<file path="config.mk">
export PLATFORM = sky130hd
export DESIGN_NAME = cart_rom_arbiter_flat
export DESIGN_NICKNAME = d
export VERILOG_FILES = /design/src/rtl/cart_rom_arbiter_if.sv /design/src/rtl/cart_rom_arbiter.sv /design/src/flat_wrapper.sv
export SDC_FILE = /design/constraint.sdc
export NUM_CORES = 1
export LEC_CHECK = 0
export CORE_UTILIZATION = 30
export CTS_CLUSTER_SIZE = 30
export DETAILED_ROUTE_END_ITERATION = 8
export SETUP_SLACK_MARGIN = 0.15
export SLEW_MARGIN = 20
export SYNTH_ARGS = -nofsm -noshare
export SYNTH_HDL_FRONTEND = slang
export SYNTH_SLANG_ARGS = --single-unit
</file>
<file path="constraint.sdc">
create_clock -name clk -period 1.6 [get_ports clk]
set_input_delay 0.16 -clock clk [delete_from_list [all_inputs] [get_ports clk]]
set_output_delay 0.16 -clock clk [all_outputs]
set_load 0.02 [all_outputs]
</file>
<file path="src/rtl/cart_rom_arbiter_if.sv">
// Request, grant, read-return and ROM-side signals of the cartridge ROM arbiter.
// slave is the arbiter's view; master is the requesters plus the ROM.
interface cart_rom_arbiter_if #(
  parameter int ADDR_W = 15,
  parameter int DATA_W = 8
);
  logic              cpu_req;
  logic [ADDR_W-1:0] cpu_addr;
  logic              cpu_gnt;
  logic              cpu_rvalid;
  logic [DATA_W-1:0] cpu_rdata;
  logic              dma_req;
  logic [ADDR_W-1:0] dma_addr;
  logic              dma_gnt;
  logic              dma_rvalid;
  logic [DATA_W-1:0] dma_rdata;
  logic              rom_ce;
  logic [ADDR_W-1:0] rom_addr;
  logic [DATA_W-1:0] rom_data;
  logic              busy;

  modport slave (
    input  cpu_req, cpu_addr, dma_req, dma_addr, rom_data,
    output cpu_gnt, cpu_rvalid, cpu_rdata, dma_gnt, dma_rvalid, dma_rdata,
           rom_ce, rom_addr, busy
  );

  modport master (
    output cpu_req, cpu_addr, dma_req, dma_addr, rom_data,
    input  cpu_gnt, cpu_rvalid, cpu_rdata, dma_gnt, dma_rvalid, dma_rdata,
           rom_ce, rom_addr, busy
  );
endinterface

</file>
<file path="src/rtl/cart_rom_arbiter.sv">
// Shares the cartridge ROM between CPU and DMA: one combinational grant per cycle,
// rvalid ROM_LAT cycles after the grant. CART_ARB_RR_EN selects round-robin contention.
module cart_rom_arbiter #(
  parameter int ADDR_W     = 15,
  parameter int DATA_W     = 8,
  parameter int ROM_LAT    = 1
`ifndef CART_ARB_RR_EN
  , parameter int STARVE_MAX = 8
`endif
) (
  input logic                clk,
  input logic                rst,
  cart_rom_arbiter_if.slave  bus
);

  typedef struct packed {
    logic vld;
    logic own_cpu;
  } tag_t;

  logic                    cpu_gnt;
  logic                    dma_gnt;
  logic                    any_gnt;
  logic                    cpu_wins;
  logic                    busy_any;
  logic [ADDR_W-1:0]       rom_addr_d;
  logic [ADDR_W-1:0]       rom_addr_q;
  logic [DATA_W-1:0]       cpu_rdata_q;
  logic [DATA_W-1:0]       dma_rdata_q;
  logic                    cpu_rvalid;
  logic                    dma_rvalid;
  tag_t [ROM_LAT-1:0]      tag_d;
  tag_t [ROM_LAT-1:0]      tag_q;

`ifdef CART_ARB_RR_EN
  logic last_cpu_d;
  logic last_cpu_q;

  // Reset value "last = DMA" hands the first contention to the CPU.
  assign cpu_wins = !last_cpu_q;

  always_comb begin
    last_cpu_d = last_cpu_q;
    if (cpu_gnt) begin
      last_cpu_d = 1'b1;
    end else if (dma_gnt) begin
      last_cpu_d = 1'b0;
    end
  end

  always_ff @(posedge clk) begin
    if (rst) begin
      last_cpu_q <= 1'b0;
    end else begin
      last_cpu_q <= last_cpu_d;
    end
  end
`else
  localparam logic [7:0] STARVE_LIM = 8'(STARVE_MAX);

  logic [7:0] starve_cnt_d;
  logic [7:0] starve_cnt_q;

  assign cpu_wins = (starve_cnt_q == STARVE_LIM);

  always_comb begin
    starve_cnt_d = 8'd0;
    if (bus.cpu_req && !cpu_gnt) begin
      starve_cnt_d = (starve_cnt_q == STARVE_LIM) ? starve_cnt_q : starve_cnt_q + 8'd1;
    end
  end

  always_ff @(posedge clk) begin
    if (rst) begin
      starve_cnt_q <= 8'd0;
    end else begin
      starve_cnt_q <= starve_cnt_d;
    end
  end
`endif

  always_comb begin
    cpu_gnt = 1'b0;
    dma_gnt = 1'b0;
    if (!rst) begin
      if (bus.cpu_req && bus.dma_req) begin
        cpu_gnt = cpu_wins;
        dma_gnt = !cpu_wins;
      end else begin
        cpu_gnt = bus.cpu_req;
        dma_gnt = bus.dma_req;
      end
    end
  end

  assign any_gnt = cpu_gnt | dma_gnt;

  // With no grant the ROM keeps seeing the last granted address.
  always_comb begin
    rom_addr_d = rom_addr_q;
    if (cpu_gnt) begin
      rom_addr_d = bus.cpu_addr;
    end else if (dma_gnt) begin
      rom_addr_d = bus.dma_addr;
    end
  end

  always_comb begin
    tag_d    = '0;
    tag_d[0] = '{vld: any_gnt, own_cpu: cpu_gnt};
    for (int i = 1; i < ROM_LAT; i++) begin
      tag_d[i] = tag_q[i-1];
    end
  end

  always_comb begin
    busy_any = 1'b0;
    for (int i = 0; i < ROM_LAT; i++) begin
      busy_any = busy_any | tag_q[i].vld;
    end
  end

  assign cpu_rvalid = !rst && tag_q[ROM_LAT-1].vld &&  tag_q[ROM_LAT-1].own_cpu;
  assign dma_rvalid = !rst && tag_q[ROM_LAT-1].vld && !tag_q[ROM_LAT-1].own_cpu;

  always_ff @(posedge clk) begin
    if (rst) begin
      tag_q       <= '0;
      rom_addr_q  <= '0;
      cpu_rdata_q <= '0;
      dma_rdata_q <= '0;
    end else begin
      tag_q      <= tag_d;
      rom_addr_q <= rom_addr_d;
      if (cpu_rvalid) begin
        cpu_rdata_q <= bus.rom_data;
      end
      if (dma_rvalid) begin
        dma_rdata_q <= bus.rom_data;
      end
    end
  end

  assign bus.cpu_gnt    = cpu_gnt;
  assign bus.dma_gnt    = dma_gnt;
  assign bus.rom_ce     = any_gnt;
  assign bus.rom_addr   = rst ? '0 : rom_addr_d;
  assign bus.cpu_rvalid = cpu_rvalid;
  assign bus.dma_rvalid = dma_rvalid;
  assign bus.cpu_rdata  = rst ? '0 : (cpu_rvalid ? bus.rom_data : cpu_rdata_q);
  assign bus.dma_rdata  = rst ? '0 : (dma_rvalid ? bus.rom_data : dma_rdata_q);
  assign bus.busy       = !rst && busy_any;

  a_one_grant : assert property (@(posedge clk) !(cpu_gnt && dma_gnt));

endmodule

</file>
<file path="src/flat_wrapper.sv">
// flat-port wrapper written by rule: the top's interface ports become plain ports
module cart_rom_arbiter_flat 
#(
  parameter int ADDR_W     = 15,
  parameter int DATA_W     = 8,
  parameter int ROM_LAT    = 1

  , parameter int STARVE_MAX = 8

)
  (clk, rst, bus_cpu_req, bus_cpu_addr, bus_dma_req, bus_dma_addr, bus_rom_data, bus_cpu_gnt, bus_cpu_rvalid, bus_cpu_rdata, bus_dma_gnt, bus_dma_rvalid, bus_dma_rdata, bus_rom_ce, bus_rom_addr, bus_busy);
  cart_rom_arbiter_if #(.ADDR_W(ADDR_W), .DATA_W(DATA_W)) bus_i ();
  input logic clk;
  input logic rst;
  input wire logic [$bits(bus_i.cpu_req)-1:0] bus_cpu_req;
  input wire logic [$bits(bus_i.cpu_addr)-1:0] bus_cpu_addr;
  input wire logic [$bits(bus_i.dma_req)-1:0] bus_dma_req;
  input wire logic [$bits(bus_i.dma_addr)-1:0] bus_dma_addr;
  input wire logic [$bits(bus_i.rom_data)-1:0] bus_rom_data;
  output wire logic [$bits(bus_i.cpu_gnt)-1:0] bus_cpu_gnt;
  output wire logic [$bits(bus_i.cpu_rvalid)-1:0] bus_cpu_rvalid;
  output wire logic [$bits(bus_i.cpu_rdata)-1:0] bus_cpu_rdata;
  output wire logic [$bits(bus_i.dma_gnt)-1:0] bus_dma_gnt;
  output wire logic [$bits(bus_i.dma_rvalid)-1:0] bus_dma_rvalid;
  output wire logic [$bits(bus_i.dma_rdata)-1:0] bus_dma_rdata;
  output wire logic [$bits(bus_i.rom_ce)-1:0] bus_rom_ce;
  output wire logic [$bits(bus_i.rom_addr)-1:0] bus_rom_addr;
  output wire logic [$bits(bus_i.busy)-1:0] bus_busy;
  assign bus_i.cpu_req = bus_cpu_req;
  assign bus_i.cpu_addr = bus_cpu_addr;
  assign bus_i.dma_req = bus_dma_req;
  assign bus_i.dma_addr = bus_dma_addr;
  assign bus_i.rom_data = bus_rom_data;
  assign bus_cpu_gnt = bus_i.cpu_gnt;
  assign bus_cpu_rvalid = bus_i.cpu_rvalid;
  assign bus_cpu_rdata = bus_i.cpu_rdata;
  assign bus_dma_gnt = bus_i.dma_gnt;
  assign bus_dma_rvalid = bus_i.dma_rvalid;
  assign bus_dma_rdata = bus_i.dma_rdata;
  assign bus_rom_ce = bus_i.rom_ce;
  assign bus_rom_addr = bus_i.rom_addr;
  assign bus_busy = bus_i.busy;
  cart_rom_arbiter #(.ADDR_W(ADDR_W), .DATA_W(DATA_W), .ROM_LAT(ROM_LAT), .STARVE_MAX(STARVE_MAX)) u_core (.clk(clk), .rst(rst), .bus(bus_i));
endmodule
</file>
# --- Word-level counts from Yosys, hierarchy flattened ---
# Index checks and enable logic that the tools add are counted.
classes:
  n_mux: 11
  eq_ne: 1
  reduce_logical: 10
  n_bitwise: 2
  addsub: 1
ops:
  columns: ["cell", "count"]
  rows:
  - ["two-way mux 15 bit", 3]
  - ["two-way mux 8 bit", 4]
  - ["adder 8 x 1 -> 8 bit (second input constant)", 1]
  - ["== test 8 x 4 -> 1 bit (second input constant)", 1]
  - ["logical AND 1 bit", 5]
  - ["zero test 1 bit", 4]
  - ["two-way mux 1 bit", 4]
  - ["OR reduction 2 bit", 1]
  - ["NOT 1 bit", 1]
  - ["OR 1 bit", 1]
word_totals:
  elab_cells: 31
  reg_bits: 41
  output_inout_bits: 37
  input_bits: 42

# --- Depth between registers and ports, before layout ---
# Gate-level depths: netlist (run 1).
depth:
  depth_word: 7
  depth_mapped: 7
  ltp_nobuf: 5

# --- Worst setup path after synthesis (run 1) ---
# OpenSTA, ideal clock, no wires.
synth_path:
  kind: "register to register"
  start: "register u_core.tag_q, in the netlist u_core.busy_any"
  end: "register u_core.dma_rdata_q[6]"
  path_slack_ps: -205
  arrival_ps: 1566
  required_ps: 1360
  n_path_buf: 1
  stages_incl_launch_ff: 4
  synth_period_minus_slack_ps: 1805
  setup_time_ps: 240
  cell_sequence: "dfxtp_1 nor3b_1 clkbuf_1 o21ai_0"
synth_via:
  elab_chain_len: 4
synth_lines:
  columns: ["element", "line_no", "rtl"]
  rows:
  - ["start: declaration", "cart_rom_arbiter.sv:33", "tag_t [ROM_LAT-1:0] tag_q;"]
  - ["start signal: assignment", "cart_rom_arbiter.sv:133", "tag_q <= tag_d;"]
  - ["logical AND 1 bit (2 in a row)", "cart_rom_arbiter.sv:124", "assign dma_rvalid = !rst && tag_q[ROM_LAT-1].vld && !tag_q[ROM_LAT-1].own_cpu;"]
  - ["via bus_dma_rvalid", "flat_wrapper.sv:24", "output wire logic [$bits(bus_i.dma_rvalid)-1:0] bus_dma_rvalid;"]
  - ["two-way mux 8 bit (2 in a row)", null, null]
  - ["via bus_dma_rdata[6]", "flat_wrapper.sv:25", "output wire logic [$bits(bus_i.dma_rdata)-1:0] bus_dma_rdata;"]
  - ["end signal: assignment", "cart_rom_arbiter.sv:139", "dma_rdata_q <= bus.rom_data;"]
  - ["end: declaration", "cart_rom_arbiter.sv:29", "logic [DATA_W-1:0] dma_rdata_q;"]
# The timed path passes the listed nets, and every way through them passes these cells.
# A chain may end at the register's enable or synchronous reset.

# --- Worst setup path after layout (run 1) ---
layout_path:
  start: "register u_core.starve_cnt_q[1]"
  end: "output bus_rom_addr[7]"
layout_via:
  elab_chain_len: 7
  elab_cells_between_ends: 9
  cone_classes: "eq/ne: 1; mux: 7; reduce/logical: 1"
layout_lines:
  columns: ["element", "line_no", "rtl"]
  rows:
  - ["start: declaration", "cart_rom_arbiter.sv:62", "logic [7:0] starve_cnt_q;"]
  - ["start signal: assignment", "cart_rom_arbiter.sv:77", "starve_cnt_q <= starve_cnt_d;"]
  - ["== test 8 x 4 -> 1 bit *", "cart_rom_arbiter.sv:64", "assign cpu_wins = (starve_cnt_q == STARVE_LIM);"]
  - ["zero test 1 bit", "cart_rom_arbiter.sv:88", "dma_gnt = !cpu_wins;"]
  - ["two-way mux 1 bit", "cart_rom_arbiter.sv:86", "if (bus.cpu_req && bus.dma_req) begin"]
  - ["two-way mux 1 bit", "cart_rom_arbiter.sv:85", "if (!rst) begin"]
  - ["two-way mux 15 bit", "cart_rom_arbiter.sv:103", "end else if (dma_gnt) begin"]
  - ["two-way mux 15 bit *", "cart_rom_arbiter.sv:101", "if (cpu_gnt) begin"]
  - ["two-way mux 15 bit *", "cart_rom_arbiter.sv:147", "assign bus.rom_addr = rst ? '0 : rom_addr_d;"]
  - ["end: declaration", "flat_wrapper.sv:27", "output wire logic [$bits(bus_i.rom_addr)-1:0] bus_rom_addr;"]
# Every way passes the cells marked *; elsewhere a longest branch is shown, timed or not.

==> load_flow_metrics.sql, run 1 <==
INSERT INTO impl_metrics (metric_group, metric, value, unit) VALUES
('yosys', 'yosysTopAreaCell', 'dfxtp_1', ''),
('floorplanning', 'die_width', '82.1', 'um'),
('routing', 'drt_first_pass_iters', '4', ''),
('cells_and_area', 'total_nets_final', '375', ''),
('worst_setup_path', 'critPathRequiredTime', '1.44', 'ns'),
('routing', 'detailroute.via_count', '2059', ''),
('sta', 'fin_skew', '0.00843', 'ns'),
('status', 'outcome', 'complete, but fails checks', ''),
('yosys', 'synth_area_per_cell', '9.16', 'um^2'),
('sta', 'setup_violations', '22', ''),
('yosys', 'synth.cell_area', '1920', 'um^2'),
('cts', 'cts-buffers-inserted', '5', ''),
('sta', 'final.setup.tns', '-8.09', 'ns'),
('global_route', 'grt.busiest_layer', 'met2', ''),
('global_route', 'met1_grt_util', '0.218', ''),
('global_route', 'grt_pass1_wl', '8.91', 'mm'),
('min_path', 'min-delay-path-class', 'reg -> reg', ''),
('flow_run', 'maxCapViolations', '0', ''),
('yosys', 'synthesis.nets', '254', ''),
('cells_and_area', 'insertedDiodeCount', '0', ''),
('yosys', 'synth-main-ff-cell', 'dfxtp_1', ''),
('cts', 'cts_hold_repair.buffers', '0', ''),
('status', 'violated_checks', 'setup timing', ''),
('global_route', 'largest_net_degree_at_the_start_of_global_routing', '34', ''),
('sta', 'rsz_0062_raised_after_global_routing', 'yes', ''),
('global_route', 'grt_antenna_before_repair', '0', ''),
('routing', 'drt_drc_violations_left', '0', ''),
('cells_and_area', 'fillerInstances', '471', ''),
('worst_setup_path', 'crit_path_start_kind', 'flop', ''),
('yosys', 'synth.lib_cells_used.distinct', '29', ''),
('pwr', 'ir_worst_vdd', '565', 'uV'),
('yosys', 'seq_area_frac_synth', '0.427', ''),
('yosys', 'synth_enable_flop_cells', '0', ''),
('routing', 'finalWirelength', '6.54', 'mm'),
('global_route', 'global_route.usage.met3', '0.0374', ''),
('global_route', 'globalRouteTotalUtil', '0.174', ''),
('global_route', 'vias_in_the_first_global_route', '1941', ''),
('placed_design', 'portBuffers', '78', ''),
('cells_and_area', 'post_route_cells_drive_above_1_share', '0.476', ''),
('pwr', 'leakagePower', '1.62', 'nW'),
('pwr', 'power-per-cell-area', '651', 'nW/um^2'),
('sta', 'timing.final.hold_violations', '0', ''),
('yosys', 'post_synthesis_cells', '210', ''),
('routing', 'post_drt_via_cell_ratio', '5.06', ''),
('yosys', 'async_reset_ff_frac', '0', ''),
('global_route', 'grt_util_met2', '0.301', ''),
('sta', 'finalMaxSlewViolations', '0', ''),
('yosys', 'synth_area_leaders', 'dfxtp_1 (43%), mux2i_1 (7.8%), nor3b_1 (6.2%)', ''),
('cts', 'total_number_of_h_tree_levels', '2', ''),
('worst_setup_path', 'timing.critical_path.arrival', '1.91', 'ns'),
('floorplanning', 'initial_util', '0.318', ''),
('floorplanning', 'ios', '79', ''),
('routing', 'ant_nets', '0', ''),
('cts', 'clock_insertion_delay_worst_skew', '0.30', 'ns'),
('worst_setup_path', 'critPathKind', 'reg -> out', ''),
('cts', 'clk_pin_slew_worst_paths', '0.10', 'ns'),
('yosys', 'synthesis_stage_register_bit_count', '41', ''),
('sta', 'finalCritPeriodShare', '1.29', ''),
('routing', 'routedWlPerCell', '16.1', 'um'),
('cts', 'clk_tree_root_cell', 'clkbuf_8', ''),
('yosys', 'area_fraction_of_the_dominant_cell_type_after_synthesis', '0.427', ''),
('cts', 'tritoncts_num_sinks', '41', ''),
('cells_and_area', 'final_non_filler_cell_total', '407', ''),
('cts', 'clk_path_buf_depth', '2', ''),
('worst_setup_path', 'crit_path_end_kind', 'output port', ''),
('floorplanning', 'vertical_die_dimension', '82.1', 'um'),
('global_route', 'grt_remaining_overflow', '0', ''),
('sta', 'finalHoldWorstSlack', '0.475', 'ns'),
('worst_setup_path', 'worst-path-max-fanout', '4', ''),
('routing', 'detailedRoute.firstIterationViolations', '41', ''),
('sta', 'timing.final.ws_setup', '-0.472', 'ns'),
('floorplanning', 'placement_rows', '28', ''),
('sta', 'timing.final.crit_period', '2.07', 'ns'),
('floorplanning', 'core_area', '6060', 'um^2'),
('yosys', 'synth-warning-count', '0', ''),
('sta', 'fmaxAchievable', '483', 'MHz'),
('placed_design', 'gpl.final_weighted_congestion', '0.716', ''),
('sta', 'worstMarginPinSlew', '0.312', 'ns'),
('cells_and_area', 'syn2layout_area_growth', '103', '%'),
('floorplanning', 'design.die.area', '6740', 'um^2'),
('sta', 'timing.max_slew.rel_slack', '0.792', ''),
('placed_design', 'dp.cells', '388', ''),
('cts', 'cts_tree', 'built', ''),
('placed_design', 'place.detailed.hpwl', '3.82', 'mm');
## cells in the final DEF (no fill, tap or decap), types with 8 or more instances in the layout
master,netlist,routed
mux2i_1,15,15
inv_1,15,13
nor3b_1,16,15
o221a_4,0,15
clkdlybuf4s50_1,0,40
a211oi_1,15,15
nand2_4,0,8
buf_4,0,38
dfxtp_1,41,37
o21ai_4,0,15
buf_6,2,38
nand2_1,17,9
## report_power, final
part / internal, mW / switching [mW] / total (mW)
Combinational: 0.390 / 0.325 / 0.715
Clock: 0.316 / 0.424 / 0.740
Sequential: 1.07 / 0.0171 / 1.09
Total: 1.78 / 0.766 / 2.54
## worst max-delay path: stages (launching register included)
cell and delay, ns:
dfxtp_2 0.33, inv_2 0.07, ha_4 0.14, nand4bb_4 0.12, or3_4 0.43, clkbuf_16 0.17
o221a_4 0.21, buf_6 0.13
## cell type report
| type | instances | area (um^2) | area share |
|---|---|---|---|
| multi-input cells | 137 | 1470 | 0.378 |
| repair buffers | 130 | 1360 | 0.347 |
| flip-flops and latches | 41 | 826 | 0.212 |
| well taps | 75 | 93.8 | 0.0240 |
| clock buffers | 5 | 68.8 | 0.0176 |
| inverters | 16 | 60.1 | 0.0154 |
| clock inverters | 3 | 25.0 | 0.00641 |
## metal layers
metal,wire [um],vias up
met5,0,-
li1,-,1014
met3,310,13
met4,141,0
met1,2800,977
met2,3290,55
## synthesized netlist by cell type (2+ instances only)
cell type  instances
a211oi_1          15
a21oi_1            5
and3_1             3
buf_2              3
buf_6              2
clkbuf_1          10
dfxtp_1           41
ha_1               2
inv_1             15
mux2i_1           15
nand2_1           17
nand3_1           11
nor2_1             5
nor3b_1           16
o21ai_0           19
o221a_1            9
o221a_2            6
or3_1              4
xor2_1             2
## metrics by stage
stage	worst slack, ns	util	cell area (um^2)	power [mW]
2_1_floorplan	-0.124	-	2020	1.37
3_3_place_gp	-0.739	0.519	3140	1.68
3_5_place_dp	-0.760	0.519	3140	1.68
4_1_cts	-0.504	0.576	3490	2.46
5_1_grt	-0.540	0.644	3900	2.64
6_report	-0.472	0.644	3900	2.54
## cell families after synthesis
group,count (synthesis),share of synthesized area
AO/OA/AOI/OAI,56,0.218
AND/OR/NAND/NOR,61,0.179
multiplexers,15,0.0780
flip-flops,41,0.427
XOR/XNOR,3,0.0137
adder cells (fa/ha/maj),2,0.0130
buffers and inverters,32,0.0722
## path summary, 6_finish.rpt
check,depth (start not counted),startpoint,slack [ns],endpoint
worst min-delay path,2,u_core.dma_rdata_q[3]$_DFF_P_,0.48,u_core.dma_rdata_q[3]$_DFF_P_
worst max-delay path,7,u_core.starve_cnt_q[1]$_SDFFE_PP0P_,-0.47,bus_rom_addr[7]
worst min register to register,2,u_core.dma_rdata_q[3]$_DFF_P_,0.48,u_core.dma_rdata_q[3]$_DFF_P_
worst max register to register,7,u_core.starve_cnt_q[1]$_SDFFE_PP0P_,-0.11,u_core.rom_addr_q[2]$_DFF_P_
## sequential cells by signal, indices dropped and copies added, names as in the netlist
name,count
u_core.dma_rdata_q,8
u_core.rom_addr_q,15
u_core.cpu_rdata_q,8
u_core.starve_cnt_q,8
u_core.tag_q,1
u_core.busy_any,1
## timing repair
item                                    in CTS  in global routing
gates cloned                                 0                  2
pin swaps                                    8                 12
resized for setup                          274                 73
buffers inserted                             5                  4
endpoints found under the setup margin      60                 59
(Power assumes the default switching activity.)
==> run 2, diff against run 1 <==
- ABC_AREA: unset -> 1
- CORE_ASPECT_RATIO: unset -> 0.7
- RECOVER_POWER: unset -> 50
==> run 2 against run 1 <==
The run still ends with setup timing left. Worst setup slack improved by 0.19 ns. Worst hold slack better by 0.0091 ns. Clock skew decreased by 0.0040 ns. Die area rose by 1.9%. Clock power increased by 2%. Cell count up 14%. Critical endpoint is now bus_rom_addr[6].
==> load_flow_metrics.sql, run 2 <==
INSERT INTO impl_metrics (metric_group, metric, value, unit) VALUES
('status', 'outcome', 'complete, but fails checks', ''),
('status', 'violated_checks', 'setup timing', ''),
('cells_and_area', 'final_core_utilization', '0.595', ''),
('yosys', 'synth-compound-area-share', '0.160', ''),
('yosys', 'seq_area_frac_synth', '0.419', ''),
('worst_setup_path', 'crit_path_start_kind', 'flop', ''),
('routing', 'routedWlPerCell', '13.2', 'um'),
('sta', 'finalMaxSlewViolations', '0', ''),
('floorplanning', 'ios', '79', ''),
('sta', 'timing.final.ws_setup', '-0.278', 'ns'),
('global_route', 'grt_remaining_overflow', '0', ''),
('cells_and_area', 'insertedDiodeCount', '0', ''),
('pwr', 'power-per-cell-area', '666', 'nW/um^2'),
('sta', 'timing.final.hold_violations', '0', ''),
('yosys', 'synthTopCellsByCount', 'nand2_1 (57), dfxtp_1 (41), nor2_1 (40), inv_1 (27), o21ai_0 (20)', ''),
('routing', 'detailroute.via_count', '2104', ''),
('cells_and_area', 'total_nets_final', '429', ''),
('yosys', 'synthMuxAreaShare', '0', ''),
('floorplanning', 'placement_rows', '24', ''),
('global_route', 'grt_pass1_wl', '9.43', 'mm'),
('worst_setup_path', 'worst_reg2reg_path_depth', '11', ''),
('min_path', 'min-delay-path-class', 'reg -> reg', ''),
('worst_setup_path', 'critPathKind', 'reg -> out', ''),
('floorplanning', 'core_area', '6280', 'um^2'),
('worst_setup_path', 'critical_path_buf_inv_count', '3', ''),
('worst_setup_path', 'timing.critical_path.cells', 'inv_2, ha_4, nand3_4, nor2_4, nand2_4, buf_12, a21oi_2, nor2_2, nor2_2, buf_6', ''),
('routing', 'post_drt_via_cell_ratio', '4.53', ''),
('sta', 'rsz_0062_raised_after_global_routing', 'yes', ''),
('yosys', 'synth.lib_cells_used.distinct', '27', ''),
('worst_setup_path', 'timing.rr.start', 'u_core.starve_cnt_q[1]$_SDFFE_PP0P_', ''),
('sta', 'setup_violations', '37', ''),
('sta', 'finalHoldWorstSlack', '0.484', 'ns'),
('worst_setup_path', 'worst_path_largest_cell_delay', '0.33', 'ns'),
('cts', 'clk_path_buf_depth', '2', ''),
('yosys', 'yosys.area_share.simple', '0.281', ''),
('cells_and_area', 'fillerInstances', '535', ''),
('worst_setup_path', 'crit_path_end_kind', 'output port', ''),
('worst_setup_path', 'cpMostUsedCell', 'nor2_2', ''),
('sta', 'timing.max_slew.rel_slack', '0.725', ''),
('pwr', 'ir_worst_vdd', '382', 'uV'),
('cts', 'cts_hold_repair.buffers', '0', ''),
('yosys', 'area_fraction_of_the_dominant_cell_type_after_synthesis', '0.419', ''),
('worst_setup_path', 'timing.critical_path.max_delay_family', 'simple AND/OR/NAND/NOR gates', ''),
('floorplanning', 'initial_util', '0.312', ''),
('sta', 'fin_skew', '0.00439', 'ns'),
('worst_setup_path', 'critPathRequiredTime', '1.44', 'ns'),
('global_route', 'vias_in_the_first_global_route', '2035', ''),
('min_path', 'timing.hold.worst_endpoint', 'u_core.dma_rdata_q[6]$_DFF_P_', ''),
('worst_setup_path', 'timing.critical_path.arrival', '1.72', 'ns'),
('yosys', 'synth_area_per_cell', '7.34', 'um^2'),
('cts', 'clk_tree_root_cell', 'clkbuf_8', ''),
('cells_and_area', 'final_common_cell', 'buf_6', ''),
('floorplanning', 'design.die.area', '6870', 'um^2'),
('yosys', 'synth_area_leaders', 'dfxtp_1 (42%), nand2_1 (11%), nor2_1 (7.7%)', ''),
('yosys', 'synth_enable_flop_cells', '0', ''),
('yosys', 'xor_and_xnor_area_share_after_synthesis', '0.0134', ''),
('yosys', 'synth-warning-count', '0', ''),
('global_route', 'globalRouteTotalUtil', '0.171', ''),
('routing', 'drt_first_pass_iters', '4', ''),
('min_path', 'hold_path_startpoint', 'u_core.dma_rdata_q[6]$_DFF_P_', ''),
('worst_setup_path', 'worst-r2r-setup-slack', '-0.12', 'ns'),
('sta', 'timing.final.crit_period', '1.88', 'ns'),
('routing', 'detailedRoute.firstIterationViolations', '42', ''),
('placed_design', 'pre_cts_slack', '-0.670', 'ns'),
('placed_design', 'gpl.final_weighted_congestion', '0.765', ''),
('cts', 'clock_insertion_delay_worst_skew', '0.29', 'ns'),
('yosys', 'yosysTopAreaCell', 'dfxtp_1', ''),
('cts', 'tritoncts_num_sinks', '41', ''),
('worst_setup_path', 'worst-path-max-fanout', '11', ''),
('yosys', 'yosys.area_share.adder', '0.0128', ''),
('pwr', 'total_power', '2.49', 'mW'),
('yosys', 'synthMostInstantiatedCell', 'nand2_1', ''),
('yosys', 'synthesis_stage_register_bit_count', '41', ''),
('routing', 'ant_nets', '0', ''),
('global_route', 'largest_net_degree_at_the_start_of_global_routing', '22', ''),
('min_path', 'hold_path_depth', '2', ''),
('routing', 'finalWirelength', '6.11', 'mm'),
('sta', 'finalCritPeriodShare', '1.17', ''),
('placed_design', 'portBuffers', '78', ''),
('yosys', 'synth_top_family_by_area', 'simple AND/OR/NAND/NOR gates', ''),
('cts', 'cts-buffers-inserted', '5', ''),
('yosys', 'synth-main-ff-cell', 'dfxtp_1', ''),
('floorplanning', 'die_width', '98.6', 'um'),
('cts', 'cts_tree', 'built', ''),
('yosys', 'async_reset_ff_frac', '0', ''),
('worst_setup_path', 'slowest_stage', 'dfxtp_2', ''),
('cells_and_area', 'post_route_cells_drive_above_1_share', '0.487', ''),
('floorplanning', 'vertical_die_dimension', '69.6', 'um'),
('sta', 'fmaxAchievable', '533', 'MHz'),
('flow_run', 'maxCapViolations', '0', ''),
('sta', 'worstMarginPinSlew', '0.412', 'ns'),
('cells_and_area', 'highest_count_cells_in_the_layout_ignoring_fill_and_taps', 'buf_6 (42), clkdlybuf4s50_1 (40), nand2_1 (39)', ''),
('pwr', 'leakagePower', '1.65', 'nW'),
('routing', 'drt_drc_violations_left', '0', ''),
('cts', 'clk_pin_slew_worst_paths', '0.08', 'ns'),
('placed_design', 'place.detailed.hpwl', '3.76', 'mm'),
('yosys', 'synthesis.nets', '311', ''),
('yosys', 'synth.cell_area', '1960', 'um^2'),
('global_route', 'grt_antenna_before_repair', '0', ''),
('cells_and_area', 'largest_register', 'u_core.rom_addr_q', ''),
('yosys', 'post_synthesis_cells', '267', ''),
('sta', 'final.setup.tns', '-7.27', 'ns'),
('worst_setup_path', 'rr_endpoint', 'u_core.rom_addr_q[3]$_DFF_P_', ''),
('cts', 'total_number_of_h_tree_levels', '2', ''),
('cells_and_area', 'largest_register_ffs', '15', ''),
('cells_and_area', 'syn2layout_area_growth', '90.6', '%');
==> run 2: cell count changes in the layout (fill, tap and decap cells not counted), sizes merged, moves of 5 or more <==
| cell | change |
|---|---|
| nor2 | +37 |
| a21oi | +12 |
| mux2i | -15 |
| o21ai | +12 |
| clkbuf | +7 |
| a211oi | -15 |
| o221a | -15 |
| nand3 | +8 |
| nor3b | -15 |
| nand2 | +43 |
| or3 | -5 |
| inv | +11 |
| buf | -8 |
==> run 2: power breakdown <==
group,switching [mW],internal [mW]
Sequential,0.0150,1.07
Combinational,0.315,0.333
Clock,0.368,0.391
==> run 2: final cells by class <==
class,count,area [um^2],area share
Timing Repair Buffer,126,1320,0.354
Inverter,29,116,0.0311
Clock buffer,7,96.3,0.0258
Tap cell,78,97.6,0.0261
Multi-Input combinational cell,182,1270,0.341
Sequential cell,41,826,0.221
Clock inverter,1,5.00,0.00134
==> run 2: worst max-delay path by stage <==
stage | startpoint | to | slack [ns] | cells past startpoint
6_report | u_core.starve_cnt_q[1]$_SDFFE_PP0P_ | bus_rom_addr[6] | -0.28 | 10
3_3_place_gp | rst | bus_rom_addr[13] | -0.63 | 9
3_5_place_dp | rst | bus_rom_addr[12] | -0.67 | 9
2_1_floorplan | u_core.starve_cnt_q[1]$_SDFFE_PP0P_ | bus_rom_addr[10] | 0.12 | 9
4_1_cts | u_core.starve_cnt_q[1]$_SDFFE_PP0P_ | bus_rom_addr[13] | -0.31 | 10
5_1_grt | u_core.starve_cnt_q[1]$_SDFFE_PP0P_ | bus_rom_addr[10] | -0.38 | 10
==> run 2: routing by layer <==
layer / track usage / wire, um / vias to the layer above
met2: 0.274 / 2810 / 48
met5: 0 / 0 / -
met3: 0.0504 / 307 / 4
met1: 0.232 / 2980 / 971
met4: 0.0232 / 17 / 0
li1: - / - / 1081
==> run 2: worst min-delay path: stages, from the launching register on <==
cell	delay [ns]
dfxtp_1	0.30
nand2_1	0.07
o21ai_2	0.07
==> run 2: kinds of logic after synthesis <==
kind of cell,Yosys count
AOI/OAI and AO/OA,50
xor gates and xnor gates,3
buffers and inverters,44
and+or+nand+nor,127
DFF,41
adders and majority gates,2
==> run 2: repair_timing <==
| item | 4_1_cts | 5_1_grt |
|---|---|---|
| endpoints found under the setup margin | 41 | 59 |
| cloned | 3 | 1 |
| setup buffers | 8 | 6 |
| gates resized for setup | 280 | 51 |
| pin swaps | 19 | 16 |
==> run 2: through the flow <==
| step | instance area (um^2) | instances |
|---|---|---|
| 2_1_floorplan | 2020 | 267 |
| 3_3_place_gp | 3110 | 438 |
| 3_5_place_dp | 3110 | 438 |
| 4_1_cts | 3550 | 457 |
| 5_1_grt | 3740 | 464 |
| 6_report | 3740 | 464 |
